===== src/rtl/power_switch_emu.sv =====
// Power-domain switch emulator: per-channel ON/GOING_OFF/OFF/GOING_ON state machine.
// Each channel acknowledges requests after a programmable latency and can be fault-forced.
module power_switch_emu #(
  parameter int unsigned               NUM_CH    = 2,
  parameter int unsigned               MAX_LAT   = 64,
  parameter logic [NUM_CH*32-1:0]      ON_LAT    = {NUM_CH{32'd16}},
  parameter logic [NUM_CH*32-1:0]      OFF_LAT   = {NUM_CH{32'd16}},
  parameter logic [NUM_CH-1:0]         RST_ACK_N = '0
) (
  input  logic              clk_i,
  input  logic              rst_ni,
  input  logic [NUM_CH-1:0] switch_n_i,
  input  logic [NUM_CH-1:0] force_i,
  input  logic [NUM_CH-1:0] force_val_i,
  output logic [NUM_CH-1:0] ack_n_o,
  output logic [NUM_CH-1:0] busy_o,
  output logic [NUM_CH-1:0] abort_o
);

  localparam int unsigned CW = (MAX_LAT > 1) ? $clog2(MAX_LAT) : 1;

  typedef enum logic [1:0] {
    ST_ON,
    ST_GOING_OFF,
    ST_OFF,
    ST_GOING_ON
  } state_e;

  for (genvar g = 0; g < NUM_CH; g++) begin : g_lat_chk
    if (ON_LAT[g*32 +: 32] < 32'd1 || ON_LAT[g*32 +: 32] > MAX_LAT) begin : g_bad_on
      $error("power_switch_emu: ON_LAT entry out of range 1..MAX_LAT");
    end
    if (OFF_LAT[g*32 +: 32] < 32'd1 || OFF_LAT[g*32 +: 32] > MAX_LAT) begin : g_bad_off
      $error("power_switch_emu: OFF_LAT entry out of range 1..MAX_LAT");
    end
  end

  state_e              state_q [NUM_CH];
  state_e              state_d [NUM_CH];
  logic   [CW-1:0]     cnt_q   [NUM_CH];
  logic   [CW-1:0]     cnt_d   [NUM_CH];
  logic   [NUM_CH-1:0] ack_q, ack_d;
  logic   [NUM_CH-1:0] busy_q, busy_d;
  logic   [NUM_CH-1:0] abort_q, abort_d;

  always_comb begin
    for (int i = 0; i < NUM_CH; i++) begin
      // NOTE: every comb output gets a default first so no path leaves it unassigned (no latch).
      state_d[i] = state_q[i];
      cnt_d[i]   = cnt_q[i];
      abort_d[i] = 1'b0;

      // A forced channel freezes its state machine; only the ack is overridden.
      if (!force_i[i]) begin
        unique case (state_q[i])
          ST_ON: begin
            if (switch_n_i[i]) begin
              if (OFF_LAT[i*32 +: 32] == 32'd1) begin
                state_d[i] = ST_OFF;
              end else begin
                state_d[i] = ST_GOING_OFF;
                cnt_d[i]   = CW'(OFF_LAT[i*32 +: 32] - 32'd2);
              end
            end
          end
          ST_GOING_OFF: begin
            if (!switch_n_i[i]) begin
              state_d[i] = ST_ON;
              abort_d[i] = 1'b1;
            end else if (cnt_q[i] == '0) begin
              state_d[i] = ST_OFF;
            end else begin
              cnt_d[i] = cnt_q[i] - CW'(1);
            end
          end
          ST_OFF: begin
            if (!switch_n_i[i]) begin
              if (ON_LAT[i*32 +: 32] == 32'd1) begin
                state_d[i] = ST_ON;
              end else begin
                state_d[i] = ST_GOING_ON;
                cnt_d[i]   = CW'(ON_LAT[i*32 +: 32] - 32'd2);
              end
            end
          end
          ST_GOING_ON: begin
            if (switch_n_i[i]) begin
              state_d[i] = ST_OFF;
              abort_d[i] = 1'b1;
            end else if (cnt_q[i] == '0) begin
              state_d[i] = ST_ON;
            end else begin
              cnt_d[i] = cnt_q[i] - CW'(1);
            end
          end
          default: state_d[i] = ST_ON;
        endcase
      end

      ack_d[i]  = force_i[i] ? force_val_i[i]
                             : (state_d[i] == ST_OFF || state_d[i] == ST_GOING_ON);
      busy_d[i] = (state_d[i] == ST_GOING_OFF || state_d[i] == ST_GOING_ON);
    end
  end

  always_ff @(posedge clk_i or negedge rst_ni) begin
    if (!rst_ni) begin
      // NOTE: the per-channel state arrays are small control registers, so all of them are reset.
      for (int i = 0; i < NUM_CH; i++) begin
        state_q[i] <= RST_ACK_N[i] ? ST_OFF : ST_ON;
        cnt_q[i]   <= '0;
      end
      ack_q   <= RST_ACK_N;
      busy_q  <= '0;
      abort_q <= '0;
    end else begin
      // NOTE: sequential state uses non-blocking assignments so all flops update together.
      for (int i = 0; i < NUM_CH; i++) begin
        state_q[i] <= state_d[i];
        cnt_q[i]   <= cnt_d[i];
      end
      ack_q   <= ack_d;
      busy_q  <= busy_d;
      abort_q <= abort_d;
    end
  end

  assign ack_n_o = ack_q;
  assign busy_o  = busy_q;
  assign abort_o = abort_q;

endmodule


===== config.mk =====
export PLATFORM = sky130hd
export DESIGN_NAME = power_switch_emu
export DESIGN_NICKNAME = d
export VERILOG_FILES = /design/src/rtl/power_switch_emu.sv
export SDC_FILE = /design/constraint.sdc
export NUM_CORES = 1
export LEC_CHECK = 0
export CELL_PAD_IN_SITES_DETAIL_PLACEMENT = 0
export CELL_PAD_IN_SITES_GLOBAL_PLACEMENT = 1
export CORE_UTILIZATION = 40
export CTS_BUF_LIST = sky130_fd_sc_hd__clkbuf_4 sky130_fd_sc_hd__clkbuf_8
export DETAILED_ROUTE_END_ITERATION = 6
export DONT_BUFFER_PORTS = 1
export PLACE_DENSITY_LB_ADDON = 0.25
export SYNTH_ARGS = -nofsm -noshare
export SYNTH_HDL_FRONTEND = slang
export SYNTH_SLANG_ARGS = --single-unit

===== constraint.sdc =====
create_clock -name clk_i -period 3.6 [get_ports clk_i]
set_input_delay 0.72 -clock clk_i [delete_from_list [all_inputs] [get_ports clk_i]]
set_output_delay 0.72 -clock clk_i [all_outputs]
set_load 0.005 [all_outputs]

==> run metrics <==
Vias/cell=5.98; Slew headroom=about 64%; Startpoint Class=register; gpl congestion=0.707; overall die width=55.0 um; placed cell count=approximately 130; Starting Density=43.7%; Post-CTS Hold Fix Bufs=0; Core Rows=18; initial antenna violation count=0; Cell Area, Synth=1120 um^2; Setup CP Type=reg -> reg; actual slew at the worst max-slew pin=0.543 ns; IO Port Bufs=0; Vias=777; Max clock buf depth=2; endpoint class of the critical path=register; Syn Area/Cell=roughly 11 um^2; ANT cells=0; DRC violation count after routing=0; worst-path fanout max=4; final WL=1880 um; Compound-Gate Fraction of Synth Area=between 15 and 20%; Die ar.=around 3000 um^2; most area-hungry cell type in the Yosys netlist=dfrtp_1; max-cap violations=0; post-CTS setup buffers=0; first-pass GRT wire length=between 2000 and 3000 um; non-filler instance count after layout=130; cts repair resizes=0; final setup violation count=0; Place WS=1.67 ns; Simple-Gate Fraction of Synth Area=23.5%; Post-Synth XOR/XNOR Area=1.56%; Post-Syn Instances=101; Setup TNS=0 ns; largest net degree at the start of global routing=21; maximum VDD drop=0.367 mV; Adder-Cell Fraction of Synth Area=3.34%; Syn. warnings=0; Ports=14; syn_nets=112; library cells used by synthesis=38; 1st-pass router iterations=4; layout cells sized above 1=between 10% and 20%; synthesis-stage register bit count=20; DRT iter0 DRCs=21; Seq/Total Area, Yosys=~45%; clk sinks=20; RSZ-0062 raised after global routing=no; largest family of logic cells by synthesized area=simple AND/OR/NAND/NOR gates; CTS tree=done; Global Route Usage Sum=13.3%; post-layout net count=112; top cell type's share of synthesized area=between 40 and 50%; final hold slack=0.100 ns; cts bufs inserted=3; root buf cell=clkbuf_4; P_leak=0.490 nW; ranking of synthesized cells by area=dfrtp_1 45%, o221a_2 4.0%, ha_1 3.3%, mux2_2 3.0%, a221o_1 2.7%; Worst Hold Class=in -> async; Critical Path AT=2.05 ns; WP data required=between 3 and 4 ns; fmax=about 0.54 GHz; multiplexer share of the synthesized area=5.80%; vias in the first global route=631; Worst-Skew Late Latency=0.29 ns; Power Density=809 nW/um^2; Layout area overhead=5.69%; setup ws final=between 1.5 and 2 ns; Final Max Slew Viols=0; Reg2Reg Setup Slack=between 1.5 and 2 ns; Die Ht=between 50 and 60 um; GRT overflow=0; Core Area=about 2600 um^2; H-tree levels=1; min cycle time layout=~1.9 ns; Final Hold Fails=0; period utilization=roughly half; status=finished clean; WL/cell=between 10 and 15 um; Setup Skew=0.00676 ns; DP HPWL=approximately 1400 um; post-route cell area=1190 um^2; Reg clk slew, reported paths=between 0.1 and 0.15 ns; Routed Antenna Nets=0; placed instance area=1130 um^2
==> registers in the layout (all words and copies together) (netlist names) <==
register / count
abort_o: 2
ack_n_o: 2
busy_o: 1
cnt_q: 12
state_q: 3
==> logic make-up after synthesis <==
group,Yosys count
adders and majority gates,3
xor gates and xnor gates,2
muxes,6
DFF,20
buffers and inverters,9
AOI/OAI and AO/OA,22
and+or+nand+nor,39
==> per-layer routing <==
metal / vias to the layer above / global-route usage (%) / routed length [um]
li1: 375 / - / -
met4: 0 / 5.00 / 0
met2: 11 / 21.7 / 895
met5: - / 0 / 0
met1: 391 / 16.9 / 930
met3: 0 / 3.28 / 57
==> cell usage in the layout (no fill, tap or decap), drive strengths merged, types with 3 or more instances in the layout <==
cell / n
mux2: 4
nor3b: 3
nand3: 5
o221a: 4
a21oi: 3
nand2: 6
nand3b: 3
ha: 3
a221o: 3
dfrtp: 20
nor2: 3
nand2b: 3
inv: 4
clkbuf: 3
==> through the flow <==
step,power [mW],util [%]
after detailed placement,0.786,44.2
after CTS,0.969,46.2
after floorplan,0.725,-
after global routing,1.04,46.2
final,0.960,46.2
after global placement,0.778,44.2
==> worst max-delay path, cell delays in order (launching register included) <==
cell and delay, ns:
dfrtp_1 0.40, inv_1 0.10, ha_1 0.21, or3b_1 0.43, nor4_4 0.26, mux2_2 0.36
==> path summary, 6_finish.rpt <==
kind	from	end	cells after the start
max in group asynchronous	rst_ni	cnt_q[8]	0
worst min-delay path	rst_ni	state_q[1]	0
worst max register to register	cnt_q[0]	state_q[1]	5
min in group clk_i	force_i[0]	busy_o[0]	1
worst min register to register	state_q[3]	state_q[3]	1
worst max-delay path	cnt_q[0]	state_q[1]	5
==> layout make-up <==
class | count | area [um^2]
Inverter | 4 | 15.0
Tap cell | 30 | 37.5
Sequential cell | 20 | 500
Clock buffer | 3 | 22.5
Multi-Input combinational cell | 72 | 581
Clock inverter | 1 | 30.0
Fill cell | 249 | 1380
==> power breakdown <==
group	total [mW]	internal (mW)	leakage [nW]	switching, mW
Clock	0.181	0.112	0.0279	0.0682
Sequential	0.457	0.319	0.242	0.137
Combinational	0.323	0.182	0.221	0.140
Total	0.960	0.614	0.490	0.346
==> Yosys cell counts <==
cell type	instances
or2_2	2
or3_1	2
nor3b_1	2
o311a_1	2
or3b_2	1
nor4_1	1
o21a_1	2
nor3_1	2
o21ai_0	1
a221o_1	3
and3b_1	2
xnor2_1	2
buf_4	2
and4b_1	1
nand3_1	5
nor4_4	1
mux2_1	1
or4b_4	1
nand3b_1	3
nor2_1	3
inv_1	4
nand2_1	6
a211oi_2	2
mux2_2	3
a21oi_1	3
nand2b_1	3
a211o_1	2
dfrtp_1	20
a21o_1	2
nor2b_1	1
o311ai_0	1
clkbuf_1	3
mux2i_1	2
o221a_2	4
or3b_1	1
nor3b_2	1
ha_1	3
nor4b_1	1
Power figures use the tool's default switching activity.
